$ cat config.mk
export PLATFORM = sky130hd
export DESIGN_NAME = m68k_bus_master
export DESIGN_NICKNAME = d
export VERILOG_FILES = /design/src/rtl/m68k_bus_master.sv
export SDC_FILE = /design/constraint.sdc
export NUM_CORES = 1
export LEC_CHECK = 0
export ABC_CLOCK_PERIOD_IN_PS = 3600
export BUFFER_PORTS_ARGS = -buffer_cell sky130_fd_sc_hd__buf_4
export CELL_PAD_IN_SITES_DETAIL_PLACEMENT = 1
export CELL_PAD_IN_SITES_GLOBAL_PLACEMENT = 2
export CORE_ASPECT_RATIO = 0.75
export CORE_MARGIN = 4
export CORE_UTILIZATION = 28
export CTS_BUF_LIST = sky130_fd_sc_hd__clkbuf_4 sky130_fd_sc_hd__clkbuf_8 sky130_fd_sc_hd__clkbuf_16
export CTS_CLUSTER_DIAMETER = 200
export DETAILED_ROUTE_END_ITERATION = 12
export PLACE_DENSITY_LB_ADDON = 0.1
export SLEW_MARGIN = 20
export SYNTH_ARGS = -nofsm -noshare
export SYNTH_HDL_FRONTEND = slang
export SYNTH_SLANG_ARGS = --single-unit
export TNS_END_PERCENT = 5
$ cat constraint.sdc
create_clock -name CLK_68KCLK -period 3.6 [get_ports CLK_68KCLK]
set_input_delay 0.72 -clock CLK_68KCLK [delete_from_list [all_inputs] [get_ports CLK_68KCLK]]
set_output_delay 0.72 -clock CLK_68KCLK [all_outputs]
set_load 0.03 [all_outputs]
$ cat src/rtl/m68k_bus_master.sv
// Single-word 68000 bus-cycle initiator: sequences S0-S7 around nDTACK and
// returns read data or a timeout error. Five cycles per zero-wait access.
module m68k_bus_master #(
  parameter int TIMEOUT = 64
) (
  input  logic        CLK_68KCLK,
  input  logic        RESET,
  input  logic        REQ,
  input  logic        WE,
  input  logic [22:0] ADDR,
  input  logic [1:0]  BE,
  input  logic [15:0] WDATA,
  output logic        READY,
  output logic        DONE,
  output logic        ERR,
  output logic [15:0] RDATA,
  output logic [22:0] A,
  output logic        nAS,
  output logic        nUDS,
  output logic        nLDS,
  output logic        RW,
  output logic [15:0] D_OUT,
  output logic        D_OE,
  input  logic        nDTACK,
  input  logic [15:0] D_IN
);

  localparam logic [7:0] TO = 8'(TIMEOUT);

  typedef enum logic [2:0] {IDLE, S0, S2, S4, S6, S7} state_t;

  state_t      state_q, state_d;
  logic        we_q, we_d;
  logic [22:0] addr_q, addr_d;
  logic [1:0]  be_q, be_d;
  logic [15:0] wdata_q, wdata_d;
  logic [15:0] rdata_q, rdata_d;
  logic [7:0]  wait_q, wait_d;
  logic        err_q, err_d;
  logic        idle_rdy, strobe_en;

  always_ff @(posedge CLK_68KCLK) begin
    if (RESET) begin
      state_q <= IDLE;
      we_q    <= 1'b0;
      addr_q  <= '0;
      be_q    <= 2'b00;
      wdata_q <= '0;
      rdata_q <= '0;
      wait_q  <= '0;
      err_q   <= 1'b0;
    end else begin
      state_q <= state_d;
      we_q    <= we_d;
      addr_q  <= addr_d;
      be_q    <= be_d;
      wdata_q <= wdata_d;
      rdata_q <= rdata_d;
      wait_q  <= wait_d;
      err_q   <= err_d;
    end
  end

  always_comb begin
    state_d   = state_q;
    we_d      = we_q;
    addr_d    = addr_q;
    be_d      = be_q;
    wdata_d   = wdata_q;
    rdata_d   = rdata_q;
    wait_d    = wait_q;
    err_d     = err_q;
    idle_rdy  = 1'b0;
    strobe_en = 1'b0;
    nAS       = 1'b1;
    D_OE      = 1'b0;
    DONE      = 1'b0;
    RW        = 1'b1;
    case (state_q)
      IDLE: begin
        // Hold off a new cycle until the slave has negated the last acknowledge.
        idle_rdy = nDTACK;
        if (REQ && nDTACK) begin
          we_d    = WE;
          addr_d  = ADDR;
          be_d    = (BE == 2'b00) ? 2'b11 : BE;
          wdata_d = WDATA;
          state_d = S0;
        end
      end
      S0: begin
        RW      = ~we_q;
        state_d = S2;
      end
      S2: begin
        RW        = ~we_q;
        nAS       = 1'b0;
        D_OE      = we_q;
        strobe_en = ~we_q;
        state_d   = S4;
      end
      S4: begin
        RW        = ~we_q;
        nAS       = 1'b0;
        D_OE      = we_q;
        strobe_en = 1'b1;
        if (!nDTACK) begin
          state_d = S6;
        end else if (wait_q == TO) begin
          err_d   = 1'b1;
          state_d = S7;
        end else begin
          wait_d = wait_q + 8'd1;
        end
      end
      S6: begin
        RW        = ~we_q;
        nAS       = 1'b0;
        D_OE      = we_q;
        strobe_en = 1'b1;
        if (!we_q) rdata_d = D_IN;
        state_d = S7;
      end
      S7: begin
        RW      = ~we_q;
        DONE    = 1'b1;
        wait_d  = '0;
        err_d   = 1'b0;
        state_d = IDLE;
      end
      default: state_d = IDLE;
    endcase
  end

  assign READY = idle_rdy & ~RESET;
  assign ERR   = DONE & err_q;
  assign RDATA = rdata_q;
  assign A     = addr_q;
  assign nUDS  = ~(strobe_en & be_q[1]);
  assign nLDS  = ~(strobe_en & be_q[0]);
  assign D_OUT = D_OE ? wdata_q : 16'h0000;

endmodule

==> key figures <==
GRT
  – First-pass GRT wire length: about 16000 um
  – Initial antenna violation count: 0
  – Largest net degree at the start of global routing: 45
  – Global Route Usage Sum: 15.8%
  – Gr ovfl total: 0
  – Vias in the first global route: ~3100

Placement
  – Port Buffers: ~120
  – RD Place Congestion: 0.766
  – HPWL after detailed placement: 6750 um

Layout
  – Filler cells: 1233
  – Multi-input gate area: 1440 um^2
  – Reg area: 1400 um^2
  – Layout area overhead: 42.0%
  – Share of cells above drive strength 1: between 30% and 40%
  – Nets: 537
  – Most common cell after layout, fill and taps aside: buf_4
  – Most frequent cells in the layout: buf_4 (126), dfxtp_1 (70), a21oi_1 (69), nand3_1 (48), o21ai_0 (40)
  – Number of diodes: 0

Yosys
  – Post-Syn Nets: 430
  – Synth Instances: 366
  – Synth Register Bits: 70
  – Ys Warns: 0
  – Syn Area/Cell: ~8.3 um^2
  – Top FF cell, synth: dfxtp_1
  – Sequential element share of the synthesized area: approximately 46%
  – Cell area after synthesis: approximately 3000 um^2
  – Asr flop ratio synth: 0%
  – Post-synth EDFFs: 0
  – Synth cell types: 40

Setup path
  – CP Class: reg -> out
  – CP Buf/Inv Count: 1
  – Critical path launch point type: flop
  – Crit-path max FO: 17
  – Endpoint type of the worst setup path: output port
  – Required @ worst endpoint: 2880 ps
  – Max stage delay on crit path: approximately 600 ps
  – Crit path max-delay cell type: dfxtp_1
  – Worst EP arrival: 2250 ps
  – CP cell instances: or3b_2 -> a21boi_4 -> and2_1 -> buf_4
  – Delay-heaviest family, CP: simple AND/OR/NAND/NOR gates

Clock network
  – Setup Fix Bufs, Post-CTS: 0
  – Htree depth: 3
  – CTS Root Cell: clkbuf_16
  – TritonCTS Buffers: 9
  – Clk slew on worst S/H paths: 50 ps
  – CTS Sinks: 70
  – CTS tree: built
  – Latest clock arrival within the worst-skew pair: 330 ps
  – Hold bufs inserted after CTS: 0
  – Resized cells post-CTS: 0
  – Clock buffer depth: 2

Min path
  – Worst hold path type: reg -> reg

Floorplanning
  – Die width: 128 um
  – Die area: 12500 um^2
  – Die H: 98 um
  – Initial core utilization: roughly 29%
  – Core ar.: roughly 10000 um^2
  – FP Rows: 32
  – I/O pins: around 130

Routing
  – DRC: 0
  – Via density: between 4 and 5
  – DRT iter0 DRCs: 163
  – DR vias: between 3000 and 4000
  – Total Routed Length: 9950 um
  – Antenna Nets Post-Route: 0
  – First-pass DRT Iterations: 4
  – Routed len/inst: 16.3 um

STA
  – Slew Limit Fails: 0
  – Hold Vio Cnt, Final: 0
  – FMAX: approximately 0.34 GHz
  – Rel. slew slack: approximately two fifths
  – RSZ-0062 raised after global routing: no
  – Fin Hold WS: 452 ps
  – Fin crit share: 82.6%
  – Final Skew: 6.28 ps
  – Worst Max-Slew Pin Slew: 873 ps
  – Min Tclk post-route: 2970 ps
  – Setup-failing EPs final: 0
  – Setup TNS: 0 ps

Outcome
  – Status: complete, no violations

Power
  – LEAKAGE: 1.74 nW
  – Max VDD drop: 0.207 mV
  – Total power per unit cell area: between 400 and 500 nW/um^2

Job
  – Maximum capacitance violations: 0
-- power breakdown --
part / switching [W] / internal (W) / leakage (nW) / total (W)
Clock: 0.000311 / 0.000521 / 0.141 / 0.000832
Combinational: 0.000178 / 0.000122 / 1.03 / 0.000300
Sequential: 0.0000351 / 0.000811 / 0.568 / 0.000846
-- metrics by stage --
stage | utilization (%) | setup slack (ps) | power, W | cell area (um^2) | cells
final | 41.3 | 628 | 0.00198 | 4290 | 612
after floorplan | - | 1110 | 0.00104 | 3020 | 366
after CTS | 41.3 | 607 | 0.00201 | 4290 | 612
after global placement | 38.6 | 953 | 0.00116 | 4020 | 598
after global routing | 41.3 | 475 | 0.00207 | 4290 | 612
after detailed placement | 38.6 | 943 | 0.00117 | 4020 | 598
-- cell type report --
cell class	instances	share of cell area [%]
Multi-Input combinational cell	256	33.6
Sequential cell	70	32.6
Timing Repair Buffer	127	22.5
Clock buffer	13	6.38
Tap cell	136	3.96
Inverter	9	0.787
Clock inverter	1	0.117
-- cell usage after synthesis, types with 2 or more instances --
master | count | area [um^2]
dfxtp_1 | 70 | 1400
a21oi_1 | 69 | 345
nand3_1 | 48 | 240
o21ai_0 | 40 | 200
nand2_1 | 37 | 139
clkbuf_1 | 19 | 71.3
and2_1 | 17 | 106
buf_2 | 8 | 40.0
inv_1 | 8 | 30.0
o21ai_1 | 5 | 25.0
mux2i_1 | 3 | 30.0
nand3b_1 | 3 | 22.5
nor3_1 | 3 | 15.0
o31ai_1 | 3 | 22.5
or4_1 | 3 | 22.5
buf_6 | 2 | 22.5
ha_1 | 2 | 25.0
nor2_1 | 2 | 7.51
nor4_1 | 2 | 12.5
nor4b_4 | 2 | 47.6
-- registers in the layout, indices dropped and copies added, names as in the netlist --
register	flops
wdata_q	16
be_q	2
err_q	1
state_q	3
A	23
RDATA	16
wait_q	8
we_q	1
-- worst min-delay path, cell delays in order, from the launching register on --
cell and delay, ps:
dfxtp_1 300, nand2_1 50, a21oi_1 50
-- routing by layer --
metal  global-route usage (%)  routed length, um  up-vias
li1                         -                  -     1502
met1                     20.8               4610     1397
met2                     23.5               4370       91
met3                     6.67                801       13
met4                     4.73                172        0
met5                        0                  0        -
-- worst paths after layout --
path / slack [ps] / depth (start not counted) / start / to
hold / removal: 450 / 2 / RDATA[8] / RDATA[8]
setup / recovery: 630 / 4 / state_q[2] / D_OUT[12]
hold reg to reg: 450 / 2 / RDATA[8] / RDATA[8]
setup reg to reg: 1690 / 4 / state_q[0] / be_q[1]
-- logic make-up after synthesis --
kind of cell / Yosys count / synth area share (%)
buf+inv: 40 / 5.92
fa+ha+maj: 2 / 0.827
mux: 3 / 0.993
flops: 70 / 46.3
simple gates: 130 / 24.7
compound gates: 121 / 21.2
Note: power is estimated with default switching activity, not from simulation.
